<file path="src/rtl/piso_serial_tx.sv">
// Parallel-in, serial-out transmitter with a one-word holding buffer so that
// consecutive words leave on the serial line with no idle bit between them.
module piso_serial_tx #(
  parameter int WIDTH     = 4,
  parameter int LSB_FIRST = 1
) (
  input  logic             clk,
  input  logic             reset,
  input  logic [WIDTH-1:0] din,
  input  logic             din_valid,
  output logic             din_ready,
  input  logic             en,
  output logic             so,
  output logic             so_valid,
  output logic             frame_start,
  output logic             done
);

  localparam int CW = (WIDTH > 1) ? $clog2(WIDTH) : 1;
  localparam logic [CW-1:0] LAST = CW'(WIDTH - 1);

  typedef enum logic {
    IDLE  = 1'b0,
    SHIFT = 1'b1
  } state_t;

  state_t           state_reg;
  logic [WIDTH-1:0] sh_reg;
  logic [WIDTH-1:0] hold_reg;
  logic             hold_full_reg;
  logic [CW-1:0]    cnt_reg;
  logic [WIDTH-1:0] sh_shifted;
  logic             sh_out_bit;
  logic             shifting;
  logic             last_bit;

  // Shift direction and the bit presented on the line are fixed at elaboration.
  generate
    if (LSB_FIRST != 0) begin : g_lsb_first
      assign sh_shifted = {1'b0, sh_reg[WIDTH-1:1]};
      assign sh_out_bit = sh_reg[0];
    end else begin : g_msb_first
      assign sh_shifted = {sh_reg[WIDTH-2:0], 1'b0};
      assign sh_out_bit = sh_reg[WIDTH-1];
    end
  endgenerate

  assign shifting    = (state_reg == SHIFT);
  assign last_bit    = (cnt_reg == LAST);
  assign din_ready   = reset & ~hold_full_reg;
  assign so          = shifting & sh_out_bit;
  assign so_valid    = shifting;
  assign frame_start = shifting & (cnt_reg == '0);
  assign done        = shifting & en & last_bit;

  always_ff @(posedge clk or negedge reset) begin
    if (!reset) begin
      state_reg     <= IDLE;
      sh_reg        <= '0;
      hold_reg      <= '0;
      hold_full_reg <= 1'b0;
      cnt_reg       <= '0;
    end else begin
      // A transfer only happens while hold is empty, so it never collides
      // with the hold-to-shifter moves below.
      if (din_valid && din_ready) begin
        hold_reg      <= din;
        hold_full_reg <= 1'b1;
      end
      case (state_reg)
        IDLE: begin
          if (hold_full_reg) begin
            sh_reg        <= hold_reg;
            hold_full_reg <= 1'b0;
            cnt_reg       <= '0;
            state_reg     <= SHIFT;
          end
        end
        SHIFT: begin
          if (en) begin
            if (last_bit) begin
              if (hold_full_reg) begin
                sh_reg        <= hold_reg;
                hold_full_reg <= 1'b0;
                cnt_reg       <= '0;
              end else begin
                state_reg <= IDLE;
              end
            end else begin
              sh_reg  <= sh_shifted;
              cnt_reg <= cnt_reg + CW'(1);
            end
          end
        end
        default: state_reg <= IDLE;
      endcase
    end
  end

endmodule
</file>
<file path="config.mk">
export PLATFORM = sky130hd
export DESIGN_NAME = piso_serial_tx
export DESIGN_NICKNAME = d
export VERILOG_FILES = /design/src/rtl/piso_serial_tx.sv
export SDC_FILE = /design/constraint.sdc
export NUM_CORES = 1
export LEC_CHECK = 0
export ABC_AREA = 1
export CORE_MARGIN = 3
export CORE_UTILIZATION = 48
export DETAILED_ROUTE_END_ITERATION = 10
export PLACE_DENSITY = 0.83
export SLEW_MARGIN = 30
export SYNTH_ARGS = -nofsm -noshare
export SYNTH_HDL_FRONTEND = slang
export SYNTH_SLANG_ARGS = --single-unit
</file>
<file path="constraint.sdc">
create_clock -name clk -period 1.3 [get_ports clk]
set_input_delay 0.195 -clock clk [delete_from_list [all_inputs] [get_ports clk]]
set_output_delay 0.195 -clock clk [all_outputs]
set_load 0.005 [all_outputs]
</file>
== After elaboration in Yosys (flattened, before gate mapping) ==
Index checks and enable logic that the tools add are counted.

* Bits in registers: 12
* Input bits: 8
* Output and inout port bits: 5
* Word-level logic and storage cells: 34

* Add/sub/neg operators: 1
* Equality and inequality tests: 2
* Multiplexer cells: 17
* Bitwise operators: 7
* Reductions and logical operators: 2

{| class="wikitable"
|+ Operators by type and width
! kind !! count
|-
| $mux W4 || 3
|-
| $pmux W4 S2 || 1
|-
| $mux W1 || 7
|-
| $mux W2 || 3
|-
| $and A1 B1 Y1 || 5
|-
| $pmux W1 S2 || 2
|-
| $pmux W2 S2 || 1
|-
| $add A2 B1 Y2 const B || 1
|-
| $eq A2 B2 Y1 const B || 1
|-
| $logic_not A2 Y1 || 1
|-
| $ne A2 B2 Y1 const B || 1
|-
| $not A1 Y1 || 2
|-
| $logic_and A1 B1 Y1 || 1
|}

== Longest topological paths before layout ==
Gate-level depths: netlist of run 1.

* Depth in word-level cells: 8
* Mapped depth: 8
* Depth with buffers taken out: 8

== Least setup slack after synthesis of run 1 ==
No wires, ideal clock.

* Path type: reg2reg
* From: register cnt_reg[0]
* To: register cnt_reg[0]
* Library setup time: 116 ps
* Arrival time: 949 ps
* Data required time: 1184 ps
* Setup slack: 234 ps
* Cell stages (with the launch flop): 8
* Buffers on the path: 0
* Period minus slack after synthesis: 1066 ps
* Path through: dfrtp_1 ha_1 inv_2 nand2_2 nand2_4 nand2_4 nand2_1 nand2_1

* Word-level cells in the longest chain between the ends: 4
* Elaborated cells on any way between the ends: 6
* Classes of those cells: add/sub: 1; eq/ne: 1; mux: 4

{| class="wikitable"
|+ Ends and longest elaborated chain
! element !! RTL line !! source
|-
| start, declared || 31 || <nowiki>logic [CW-1:0] cnt_reg;</nowiki>
|-
| start signal, assigned || 91 || <nowiki>cnt_reg <= cnt_reg + CW'(1);</nowiki>
|-
| $add A2 B1 Y2 (tied with other cells) || 91 ||
|-
| $mux W2 || 81 || <nowiki>if (last_bit) begin</nowiki>
|-
| $mux W2 || 80 || <nowiki>if (en) begin</nowiki>
|-
| $pmux W2 S2 (*) || 70 || <nowiki>case (state_reg)</nowiki>
|}

Mark *: on every way between the ends. The rest lies on a longest branch, timed or not. The select of a mux whose other input is x is not followed.
A chain may end at the register's enable or synchronous reset.

== Final worst setup path of run 1 ==
* From: register cnt_reg[0]
* To: output frame_start

* Word-level cells in the longest chain between the ends: 2

{| class="wikitable"
|+ Ends and longest elaborated chain
! element !! RTL line !! source
|-
| $logic_not A2 Y1 || 53 || <nowiki>assign frame_start = shifting & (cnt_reg == '0);</nowiki>
|-
| $and A1 B1 Y1 || 53 ||
|-
| end, declared || 15 || <nowiki>output logic frame_start,</nowiki>
|}

No other way between the ends.

==> qor.txt, run 1 <==
drt pass-1 iters: 2
H-tree depth: 1
area delta synth->final: 53.82%
fin nets: 120
result of the run: finished with violations
fin crit period: 1390 ps
later-pin clock latency in the skew report: 270 ps
pwr dens: 2062 nW/µm²
Ant. Diodes: 0
Post-CTS Hold Buffers: 0
largest net degree at the start of global routing: 13
Cell Area, Synth: 639.4 µm²
Syn Nets: 91
met1 usage: 0.1840
Total Neg Setup Slack: -132.1 ps
sequence of cells on the critical path: buf_6 -> inv_4 -> ha_4 -> nand2_2 -> inv_1 -> buf_2
final WL: 1418 µm
row count: 12
Seq cells post-synth: 12
Die W: 42.50 µm
routed len/inst: 11.53 µm
worst vdd ir: 1276 µV
initial antenna violation count: 0
die height: 42.50 µm
max-cap violations: 0
Cells after Synth: 81
Stages on worst setup path: 6
layout cells sized above 1: 0.3945
vias in the first global route: 556
M3 GR Usage: 0.03004
Min Hold Slack: 61.09 ps
HPWL reported at the end of detailed placement: 901.2 µm
CP top delay family: flip-flops
synth unique cells: 13
CP arrival: 1200 ps
worst-margin pin slew: 175.4 ps
fill count: 63
root buffer cell: clkbuf_4
slowest stage cell, crit path: dfrtp_1
slew margin rel.: 0.8827
Yosys Warn Count: 0
# port buffers: 12
routed vias/inst: 4.846
Seq/Total Area, Yosys: 0.4697
first-pass GRT wire length: 2283 µm
crit path max fanout: 2
met2 Resource Use GR: 0.3070
Clock transition at path regs: 70 ps
Bufs and invs on worst path: 4
Total Power: 2.028 mW
CTS tree: yes
average size of a mapped cell: 7.893 µm²
Inserted Clock Buffers: 3
achievable frequency: 0.7192 GHz
Clock Skew: 1.626 ps
initial core utilization: 0.5459
max incr delay on CP: 420 ps
fin. max-slew vios: 0
Die ar.: 1806 µm²
Ports: 13
Clock Sinks: 12
failing checks: setup timing
Fin. Hold Viols: 0
Data required, critical path: 1110 ps
Worst setup EP type: primary output
Iteration-0 DRC Markers: 8
setup ws final: -90.46 ps
setup violators final: 3
GR peak layer: met2
Clock Path Buffers: 2
Leak: 0.5386 nW
Post-DRT Antenna Nets: 0
via count: 596
CP startpoint kind: flip-flop
DRC Markers: 0
Worst R2R Path Depth: 9
grt total ovfl: 0
All-Layer GR Usage: 0.1676
routability cong.: 0.7843
CORE AREA: 1171 µm²
crit share post-route: 1.070
WS Path Type: reg2out
Worst Hold Class: in2async
RSZ-0062 raised after global routing: yes
[cell type report]
type,instances,area (µm²),share of cell area
Inverter,15,61.31,0.06234
Clock buffer,4,36.28,0.03690
Multi-Input combinational cell,53,350.3,0.3562
Tap cell,14,17.52,0.01781
Sequential cell,12,300.3,0.3053
Timing Repair Buffer,25,217.7,0.2214
[layer usage]
metal / share of wire / up-vias
met3: 0.034 / 4
met4: 0.025 / 0
met1: 0.40 / 275
met2: 0.54 / 15
met5: 0 / -
li1: - / 302
[synthesized netlist by cell type]
| cell | instances | share of area |
|---|---|---|
| nand2_1 | 24 | 0.14 |
| dfrtp_1 | 12 | 0.47 |
| inv_1 | 12 | 0.070 |
| nand3_1 | 11 | 0.086 |
| nor2_1 | 6 | 0.035 |
| nand2_4 | 4 | 0.070 |
| a21oi_1 | 3 | 0.023 |
| inv_2 | 3 | 0.018 |
| ha_1 | 2 | 0.039 |
| buf_4 | 1 | 0.012 |
| nand2_2 | 1 | 0.0098 |
| nor2_4 | 1 | 0.018 |
| o21ai_1 | 1 | 0.0078 |
[final timing paths]
path	to	slack, ps	startpoint
worst max-delay path	frame_start	-90	cnt_reg[0]$_DFFE_PN0P_
worst min-delay path	sh_reg[1]$_DFFE_PN0P_	60	reset
worst max register to register	cnt_reg[0]$_DFFE_PN0P_	0	cnt_reg[1]$_DFFE_PN0P_
worst min register to register	hold_reg[3]$_DFFE_PN0P_	480	hold_reg[3]$_DFFE_PN0P_
max in group asynchronous	so_valid$_DFF_PN0_	1090	reset
min in group clk	hold_reg[0]$_DFFE_PN0P_	480	din[0]
[what timing repair did]
item | CTS | global route
gates cloned | 0 | 0
buffers inserted | 7 | 1
endpoints found under the setup margin | 5 | 9
pin swaps | 2 | 7
gates resized for setup | 19 | 20
[cells in the final DEF (no fill, tap or decap), drive strengths merged]
master	count
clkdlybuf4s50	6
o21ai	1
ha	2
nand2	29
clkbuf	4
nand3	11
inv	15
dlygate4sd2	4
buf	15
a21oi	3
nor2	7
dfrtp	12
[worst reg2reg max path, cell delays in order (launching register included)]
cell	delay [ps]
dfrtp_1	390
buf_6	120
ha_4	160
buf_6	130
inv_4	60
nand2_4	70
nand2_4	90
nand2_4	70
nand2_1	70
nand2_1	50
[where the power goes]
part	total, mW	switching (mW)	internal (mW)
logic	1.10	0.580	0.520
clock network	0.289	0.118	0.170
registers	0.639	0.0979	0.541
[stage by stage]
stage | instances | setup slack (ps) | instance area [µm²] | util
6_report | 123 | -90.46 | 983.4 | 0.8397
5_1_grt | 123 | -165.3 | 983.4 | 0.8397
4_1_cts | 124 | -158.8 | 924.6 | 0.7895
3_5_place_dp | 113 | -335.0 | 822.0 | 0.7019
3_3_place_gp | 113 | -317.5 | 822.0 | 0.7019
2_1_floorplan | 81 | 234.4 | 639.4 | -
[kinds of logic after synthesis]
logic type                 count (synthesis)  synth area share
AOI/OAI and AO/OA                          4           0.03130
adders and majority gates                  2           0.03913
buffers and inverters                     16           0.09980
DFF                                       12            0.4697
and+or+nand+nor                           47            0.3601
Note: power is estimated with default switching activity, not from simulation.
==> run 2, diff against run 1 <==
- CTS_CLUSTER_SIZE: unset -> 30
==> results of run 2 <==
No change in the layout: final DEF, timing and power equal those of run 1.
